$ cat config.mk
export PLATFORM = sky130hd
export DESIGN_NAME = shift_sequencer
export DESIGN_NICKNAME = d
export VERILOG_FILES = /design/src/rtl/shift_sequencer.sv
export SDC_FILE = /design/constraint.sdc
export NUM_CORES = 1
export LEC_CHECK = 0
export CAP_MARGIN = 15
export CORE_MARGIN = 4
export CORE_UTILIZATION = 43
export DETAILED_ROUTE_END_ITERATION = 8
export MAX_ROUTING_LAYER = met4
export PLACE_DENSITY = 0.88
export SETUP_SLACK_MARGIN = 0.2
export SLEW_MARGIN = 20
export SYNTH_ARGS = -nofsm -noshare
export SYNTH_HDL_FRONTEND = slang
export SYNTH_SLANG_ARGS = --single-unit
$ cat constraint.sdc
create_clock -name clock -period 1.2 [get_ports clock]
set_input_delay 0.24 -clock clock [delete_from_list [all_inputs] [get_ports clock]]
set_output_delay 0.24 -clock clock [all_outputs]
set_load 0.05 [all_outputs]
$ cat src/rtl/shift_sequencer.sv
// ============================================================================
// Module      : shift_sequencer
// Description : Iterative 32-bit shifter (SLL / SRA / optional SRL), one bit
//               position per cycle. Define SHIFT_SEQUENCER_SRL_EN to compile
//               in the logical right shift on op 2'b10.
// Revision    : 1.0 - initial release
// ============================================================================
`default_nettype none

module shift_sequencer #(
    parameter int WIDTH = 32
) (
    input  logic             clock,
    input  logic             reset,
    input  logic             ctrl_start,
    input  logic [1:0]       ctrl_op,
    input  logic [4:0]       ctrl_shiftamt,
    input  logic [WIDTH-1:0] data_operandA,
    output logic             ctrl_ready,
    output logic [WIDTH-1:0] data_result,
    output logic             data_resultRDY,
    output logic             data_exception
);

    typedef enum logic [1:0] {
        IDLE  = 2'd0,
        SHIFT = 2'd1,
        DONE  = 2'd2
    } state_t;

    localparam logic [1:0] OP_SLL = 2'b00;
    localparam logic [1:0] OP_SRA = 2'b01;
`ifdef SHIFT_SEQUENCER_SRL_EN
    localparam logic [1:0] OP_SRL = 2'b10;
`endif

    state_t           state_q, state_d;
    logic [WIDTH-1:0] work_q,  work_d;
    logic [4:0]       cnt_q,   cnt_d;
    logic [1:0]       op_q,    op_d;

    logic             start_illegal;
    logic             held_illegal;
    logic [WIDTH-1:0] step_value;

    function automatic logic op_is_illegal(input logic [1:0] op);
`ifdef SHIFT_SEQUENCER_SRL_EN
        return (op == 2'b11);
`else
        return op[1];
`endif
    endfunction

    assign start_illegal = op_is_illegal(ctrl_op);
    assign held_illegal  = op_is_illegal(op_q);

    // One-bit step of the latched operation; illegal ops never reach SHIFT.
    always_comb begin
        step_value = work_q;
        case (op_q)
            OP_SLL:  step_value = {work_q[WIDTH-2:0], 1'b0};
            OP_SRA:  step_value = {work_q[WIDTH-1], work_q[WIDTH-1:1]};
`ifdef SHIFT_SEQUENCER_SRL_EN
            OP_SRL:  step_value = {1'b0, work_q[WIDTH-1:1]};
`endif
            default: step_value = work_q;
        endcase
    end

    always_comb begin
        state_d = state_q;
        work_d  = work_q;
        cnt_d   = cnt_q;
        op_d    = op_q;
        case (state_q)
            IDLE, DONE: begin
                if (ctrl_start) begin
                    work_d = data_operandA;
                    op_d   = ctrl_op;
                    cnt_d  = ctrl_shiftamt;
                    if (start_illegal || (ctrl_shiftamt == 5'd0)) begin
                        state_d = DONE;
                    end else begin
                        state_d = SHIFT;
                    end
                end else if (state_q == DONE) begin
                    state_d = IDLE;
                end
            end
            SHIFT: begin
                work_d = step_value;
                cnt_d  = cnt_q - 5'd1;
                if (cnt_q == 5'd1) begin
                    state_d = DONE;
                end
            end
            default: begin
                state_d = IDLE;
            end
        endcase
    end

    always_ff @(posedge clock) begin
        if (reset) begin
            state_q <= IDLE;
            work_q  <= '0;
            cnt_q   <= 5'd0;
            op_q    <= OP_SLL;
        end else begin
            state_q <= state_d;
            work_q  <= work_d;
            cnt_q   <= cnt_d;
            op_q    <= op_d;
        end
    end

    assign ctrl_ready     = (state_q == IDLE) || (state_q == DONE);
    assign data_result    = work_q;
    assign data_resultRDY = (state_q == DONE);
    assign data_exception = (state_q == DONE) && held_illegal;

endmodule

`default_nettype wire

==> impl_results.md, run 1 <==
- Rel. slew slack: 0.726
- Maximum clock frequency: 653 MHz
- Yosys top cell by area: sky130_fd_sc_hd__dfxtp_1
- Worst R2R End: data_result[10]$_SDFFE_PP0P_
- Arrival time of data at the critical path endpoint: 1750 ps
- Cell area after synthesis: 2540 um2
- Count of flip-flops with a built-in enable after synthesis: 0
- Number of max-capacitance violations reported: 0
- Share of the clock period used by the worst path after layout: 1.28
- Wire length of the first global-routing pass: 15.5 mm
- Biggest area contributors in the synthesized netlist: sky130_fd_sc_hd__dfxtp_1, sky130_fd_sc_hd__o32ai_2, sky130_fd_sc_hd__and3b_1, sky130_fd_sc_hd__a211oi_1, sky130_fd_sc_hd__inv_1
- Proportion of netlist area held by the largest area contributor: 0.323
- Worst-path cell with the longest stage delay: sky130_fd_sc_hd__or3_4
- # setup viols final: 42
- Iteration-0 DRC count of the detailed router: about 300
- Detailed-route wire length: 12.5 mm
- Run status: finished with violations
- Root Buffer Master: sky130_fd_sc_hd__clkbuf_8
- Commonest non-fill, non-tap cell in the layout: sky130_fd_sc_hd__buf_4
- Setup TNS: -10400 ps
- Maximum number of buffers from clock root to sink: 2
- Via/cell ratio: ~6.3
- Worst Min Path Start: ctrl_op[0]
- GP Congestion: 0.931
- Total iterations of the first detailed-routing run: 5
- Crit. End Element: register
- Delay of the slowest cell on the worst path: 430 ps
- Fraction of synthesis flops using an asynchronous set or reset pin: 0
- Synthesized instance count: 275
- Routed length per instance: between 20 and 30 um
- Endpoint required time on the critical path: 1420 ps
- Failing checks: negative setup slack
- Flop and latch count out of synthesis: 41
- Crit. Startpoint: state_q[0]$_SDFFE_PP0P_
- Number of nets produced by synthesis: about 320
- Sequential share of power: 0.310
- Clk_lat worst skew: 320 ps
- Final HPWL DP: 5.65 mm
- Fraction of layout instances using a drive strength above 1: 0.586
- Via count of the first global-routing pass: roughly 2900
- Final max-slew violation count: 0
- Leftover overflow at the end of global routing: 0
- Initial antenna violation count: 0
- Count of different cell masters after synthesis: 32
- Switching power of the nets: 0.00223 W
- Post-CTS Hold Fix Bufs: 0
- Static leakage: between 2 and 2.5 nW
- Part of the total power dissipated in the clock network: 0.200
- Area inside the core boundary: 5610 um2
- Remaining number of nets flagged by the antenna check after routing: 0
- Clock transition at path regs: 80 ps
- Std cell rows: 27
- Pwr Density: 1140 nW/um2
- Antenna diode count: 0
- Depth of the worst register-to-register path: 5
- Largest fanout on the critical path: 9
- H-tree depth: 2
- Proportion of synthesized chip area in sequential cells: 0.323
- Die boundary width: 84.9 um
- Most used cells in the layout excluding fill and tap cells: sky130_fd_sc_hd__buf_4, sky130_fd_sc_hd__buf_12, sky130_fd_sc_hd__clkdlybuf4s50_1, sky130_fd_sc_hd__dfxtp_4, sky130_fd_sc_hd__inv_1
- Fin. Hold Viols: 0
- Synthesis-to-finish area growth: 100%
- Crit path kind: reg -> reg
- Setup repair after global routing missed its margin: yes
- Total power draw: 0.00580 W
- Instance area at placement: roughly 4000 um2
- Clock buffer count from CTS: 5
- Top Ports: 77
- Count of filler cells inserted in the layout: 204
- Worst hold-check slack: 525 ps
- Largest voltage drop on the vdd net: 1200 uV
- Register-to-register setup slack: -330 ps
- Hold endpoint: op_q[0]$_SDFFE_PP0P_
- Final standard cell area without fillers: 5090 um2
- Input/output buffers: 76
- Largest net degree at the start of global routing: 26
- Per-instance average area after synthesis: 9.24 um2
- Actual slew at the worst max-slew pin: about 400 ps
- Hold Crit Class: in -> reg
- Overall Global Routing Usage: 0.279
- Net count, final: 454
- Overall die area: ~7000 um2
- P_int: 0.00356 W
- Worst clock skew: 14.8 ps
- Worst hold path cell count: 3
- CTS Sinks: 41
- Starting density of the core: 0.453
- Cells along the critical path: buf_6 > nor3b_4 > or3_4 > buf_12 > o32ai_2
- Yosys warning total: 0
- Vias after detailed routing: between 3000 and 4000
- Crit start category: register
- Overall die height: approximately 85 um
- CTS tree: done
- Post-placement setup slack: -460 ps
- Source of the worst register-to-register timing path: state_q[0]$_SDFFE_PP0P_
- Least setup slack across all paths after layout: -331 ps
- Period minus WS final: approximately 1500 ps
- Detailed-route DRC error count: 0
- Fraction of power consumed by combinational cells: 0.490
- Switching fraction of total power: 0.385
- Post-synth top flop: sky130_fd_sc_hd__dfxtp_1
[layer usage]
layer | GRT usage | wire length, um | vias to the layer above
met5 | - | 0 | -
met4 | 0.0791 | 648 | 0
met3 | 0.0689 | 943 | 53
met2 | 0.477 | 6180 | 208
met1 | 0.326 | 4740 | 1490
li1 | - | - | 1291
[critical path: cells and delay by family (launching register included)]
family	cells	cell delay, ps
compound gates	1	150
buf+inv	2	320
flops	1	370
simple gates	2	590
[cell families after synthesis]
group / count (synthesis) / share of synthesized area
AND/OR/NAND/NOR: 87 / 0.211
buffers and inverters: 61 / 0.109
AO/OA/AOI/OAI: 84 / 0.347
adder cells (fa/ha/maj): 2 / 0.00985
flip-flops: 41 / 0.323
[flip-flops by register name, indices dropped and copies added, names as in the netlist]
signal / count
state_q: 2
data_result: 32
cnt_q: 5
op_q: 2
[stage by stage]
stage / utilization / instances
final: 0.908 / 483
after global routing: 0.908 / 483
after CTS: 0.822 / 465
after detailed placement: 0.718 / 430
after global placement: 0.718 / 430
after floorplan: - / 275
[worst max-delay path by stage]
| stage | depth (start not counted) | slack [ps] | to |
|---|---|---|---|
| 5_1_grt | 5 | -360 | data_result[13]$_SDFFE_PP0P_ |
| 4_1_cts | 4 | -220 | data_exception |
| 3_3_place_gp | 6 | -400 | data_result[22]$_SDFFE_PP0P_ |
| 6_report | 5 | -330 | data_result[10]$_SDFFE_PP0P_ |
| 2_1_floorplan | 2 | -40 | data_exception |
| 3_5_place_dp | 6 | -460 | data_result[17]$_SDFFE_PP0P_ |
[power by group through the flow]
stage	clock network (W)	logic, W	registers [W]
final	0.00116	0.00284	0.00180
after global routing	0.00122	0.00293	0.00181
after CTS	0.00110	0.00237	0.00176
after detailed placement	0	0.00209	0.00181
after global placement	0	0.00203	0.00180
after floorplan	0	0.000756	0.00213
[layout make-up]
class,instances,area [um2],area share
Inverter,35,134,0.0263
Tap cell,72,90.1,0.0177
Timing Repair Buffer,154,1950,0.382
Clock buffer,8,111,0.0219
Multi-Input combinational cell,173,1860,0.365
Sequential cell,41,952,0.187
[cell usage after synthesis, types with 4 or more instances]
library cell / count
sky130_fd_sc_hd__clkbuf_1: 11
sky130_fd_sc_hd__a21oi_1: 8
sky130_fd_sc_hd__nor2_1: 31
sky130_fd_sc_hd__buf_4: 4
sky130_fd_sc_hd__nand3_1: 5
sky130_fd_sc_hd__inv_1: 35
sky130_fd_sc_hd__a211oi_1: 33
sky130_fd_sc_hd__and3b_1: 31
sky130_fd_sc_hd__buf_2: 8
sky130_fd_sc_hd__nand2_1: 5
sky130_fd_sc_hd__o32ai_2: 30
sky130_fd_sc_hd__dfxtp_1: 41
[repair_timing]
item,in CTS,in global routing
pin swaps,10,29
resized for setup,62,54
endpoints found under the setup margin,76,76
setup buffers,24,15
cloned,3,3
Power figures use the tool's default switching activity.
==> run 2, diff against run 1 <==
Settings changed: CTS_CLUSTER_DIAMETER from default to 120, REMOVE_ABC_BUFFERS from default to 1.
==> run 2 against run 1 <==
Net effect:
- the run still ends with negative setup slack left
- highest routed layer unchanged
- worst setup slack gained 29 ps
- non-clock buffer count grew 8
- sequential power shrank 2%
- cell area shrank 1.5%
- clock skew shrank 5.6 ps
- worst hold slack lost 1.5 ps
- first-iteration DRC count shrank 1.0%
- flip-flop and latch count is the same
- total power shrank 2.7%
- die area is the same
- clock power shrank 14%
- critical path type unchanged
==> impl_results.md, run 2 (synthesized netlist as in run 1, its figures left out) <==
- Run status: finished with violations
- Failing checks: negative setup slack
- Antenna diode count: 0 (unchanged)
- Iteration-0 DRC count of the detailed router: 292 (-1.0%)
- Area inside the core boundary: 5610 um2 (unchanged)
- Clock transition at path regs: 90 ps (about the same)
- Pwr Density: 1120 nW/um2 (-1.2%)
- Crit path max-delay family: buffers and inverters
- Detailed-route wire length: 12.6 mm (+0.38%)
- Total iterations of the first detailed-routing run: 6 (+1)
- # setup viols final: 44 (+4.8%)
- Commonest non-fill, non-tap cell in the layout: sky130_fd_sc_hd__buf_4
- Crit start category: register
- Number of max-capacitance violations reported: 0 (unchanged)
- Period minus WS final: 1500 ps (-29.5 ps)
- End-of-flow core utilization: 0.894 (-0.0141)
- Post-CTS Hold Fix Bufs: 0 (unchanged)
- Crit. End Element: register
- Top Ports: 77 (unchanged)
- Maximum clock frequency: 666 MHz (+2.0%)
- GP Congestion: 0.832 (-11%)
- Die boundary width: 84.9 um (unchanged)
- Via/cell ratio: 6.35 (+0.80%)
- H-tree depth: 2 (unchanged)
- Net count, final: 463 (+2.0%)
- Final max-slew violation count: 0 (unchanged)
- Static leakage: 2.03 nW (+0.22%)
- Largest voltage drop on the vdd net: 902 uV (-25%)
- Least setup slack across all paths after layout: -302 ps (+29.5 ps)
- Detailed-route DRC error count: 0 (unchanged)
- Worst clock skew: 9.20 ps (-5.56 ps)
- Delay of the slowest cell on the worst path: 380 ps (-50 ps)
- Maximum number of buffers from clock root to sink: 2 (unchanged)
- Fin. Hold Viols: 0 (unchanged)
- Overall die height: 84.9 um (unchanged)
- Initial antenna violation count: 0 (unchanged)
- Setup repair after global routing missed its margin: yes
- Worst-path cell with the longest stage delay: sky130_fd_sc_hd__dfxtp_4
- CTS Sinks: 41 (unchanged)
- Via count of the first global-routing pass: 3218 (+12%)
- Remaining number of nets flagged by the antenna check after routing: 0 (unchanged)
- Actual slew at the worst max-slew pin: 362 ps (-45.9 ps)
- Leftover overflow at the end of global routing: 0 (unchanged)
- Fraction of layout instances using a drive strength above 1: 0.599 (+0.0127)
- Rel. slew slack: 0.757 (+0.0315)
- Root Buffer Master: sky130_fd_sc_hd__clkbuf_8
- Overall die area: 7200 um2 (unchanged)
- Input/output buffers: 76 (unchanged)
- Wire length of the first global-routing pass: 17.5 mm (+13%)
- CTS tree: done
- Cells along the critical path: buf_4 > nor2b_4 > buf_6 > o21ai_4 > buf_12 > o32ai_2
- Count of filler cells inserted in the layout: 225 (+10%)
- Hold Crit Class: reg -> reg
- Most used cells in the layout excluding fill and tap cells: sky130_fd_sc_hd__buf_4, sky130_fd_sc_hd__clkdlybuf4s50_1, sky130_fd_sc_hd__buf_12, sky130_fd_sc_hd__inv_1
- Arrival time of data at the critical path endpoint: 1700 ps (-50 ps)
- Clk_lat worst skew: 310 ps (about the same)
- Routed length per instance: 25.6 um (-1.3%)
- Max reg flops: 32 (unchanged)
- Vias after detailed routing: 3117 (+2.5%)
- Overall Global Routing Usage: 0.320 (+0.0407)
- Final HPWL DP: 5.76 mm (+2.0%)
- Share of the clock period used by the worst path after layout: 1.25 (-0.0245)
- Largest net degree at the start of global routing: 26 (unchanged)
- Total power draw: 0.00564 W (-2.7%)
- Clock buffer count from CTS: 5 (unchanged)
- Crit path kind: reg -> reg
- Crit path buf inv count: 3 (+1)
- Endpoint required time on the critical path: 1400 ps (-20 ps)
- Std cell rows: 27 (unchanged)
- Worst hold-check slack: 523 ps (-1.48 ps)
- Largest fanout on the critical path: 10 (+1)
- Starting density of the core: 0.453 (unchanged)
- Synthesis-to-finish area growth: 97.2%
[run 2: path summary, 6_finish.rpt]
path | startpoint | to | slack, ps | cells past startpoint
worst max-delay path | state_q[0]$_SDFFE_PP0P_ | data_result[18]$_SDFFE_PP0P_ | -300 | 6
worst min-delay path | cnt_q[4]$_SDFFE_PP0P_ | cnt_q[4]$_SDFFE_PP0P_ | 520 | 2
worst max register to register | state_q[0]$_SDFFE_PP0P_ | data_result[18]$_SDFFE_PP0P_ | -300 | 6
worst min register to register | cnt_q[4]$_SDFFE_PP0P_ | cnt_q[4]$_SDFFE_PP0P_ | 520 | 2
[run 2: cell type report]
class / count / area (um2) / area share
clock buffers: 7 / 86.3 / 0.0172
well taps: 72 / 90.1 / 0.0180
inverters: 35 / 136 / 0.0272
multi-input cells: 174 / 1810 / 0.361
repair buffers: 162 / 1950 / 0.390
flip-flops and latches: 41 / 935 / 0.186
[run 2: per-layer routing]
layer	GRT usage	wire, um	up-vias	share of wire
met5	-	0	-	0
li1	-	-	1303	-
met2	0.535	6330	229	0.50
met1	0.366	4690	1534	0.37
met3	0.0650	966	51	0.077
met4	0.154	580	0	0.046
[run 2: tightest hold or removal path: stages (launching register included)]
cell	delay (ps)
sky130_fd_sc_hd__dfxtp_1	340
sky130_fd_sc_hd__o311ai_2	70
sky130_fd_sc_hd__a21oi_1	70
[run 2: timing repair]
| action | in CTS | in global routing |
|---|---|---|
| setup buffers | 35 | 6 |
| pin swaps | 18 | 9 |
| gates resized for setup | 145 | 25 |
| cloned | 4 | 0 |
| setup endpoints to repair | 76 | 76 |
[run 2: stage by stage]
step	TNS [ps]	area (um2)	setup slack, ps	cells
after detailed placement	-21390	3970	-627	439
after CTS	-6020	4840	-222	485
after global routing	-10980	5010	-360	491
after floorplan	-39850	2400	-1110	249
final	-9750	5010	-302	491
after global placement	-18990	3970	-542	439
[run 2: power by group]
part	total (W)	leakage [nW]	switching [W]	internal (W)
clock	0.000993	0.0443	0.000534	0.000458
sequential	0.00176	0.360	0.000225	0.00154
combinational	0.00288	1.63	0.00144	0.00144
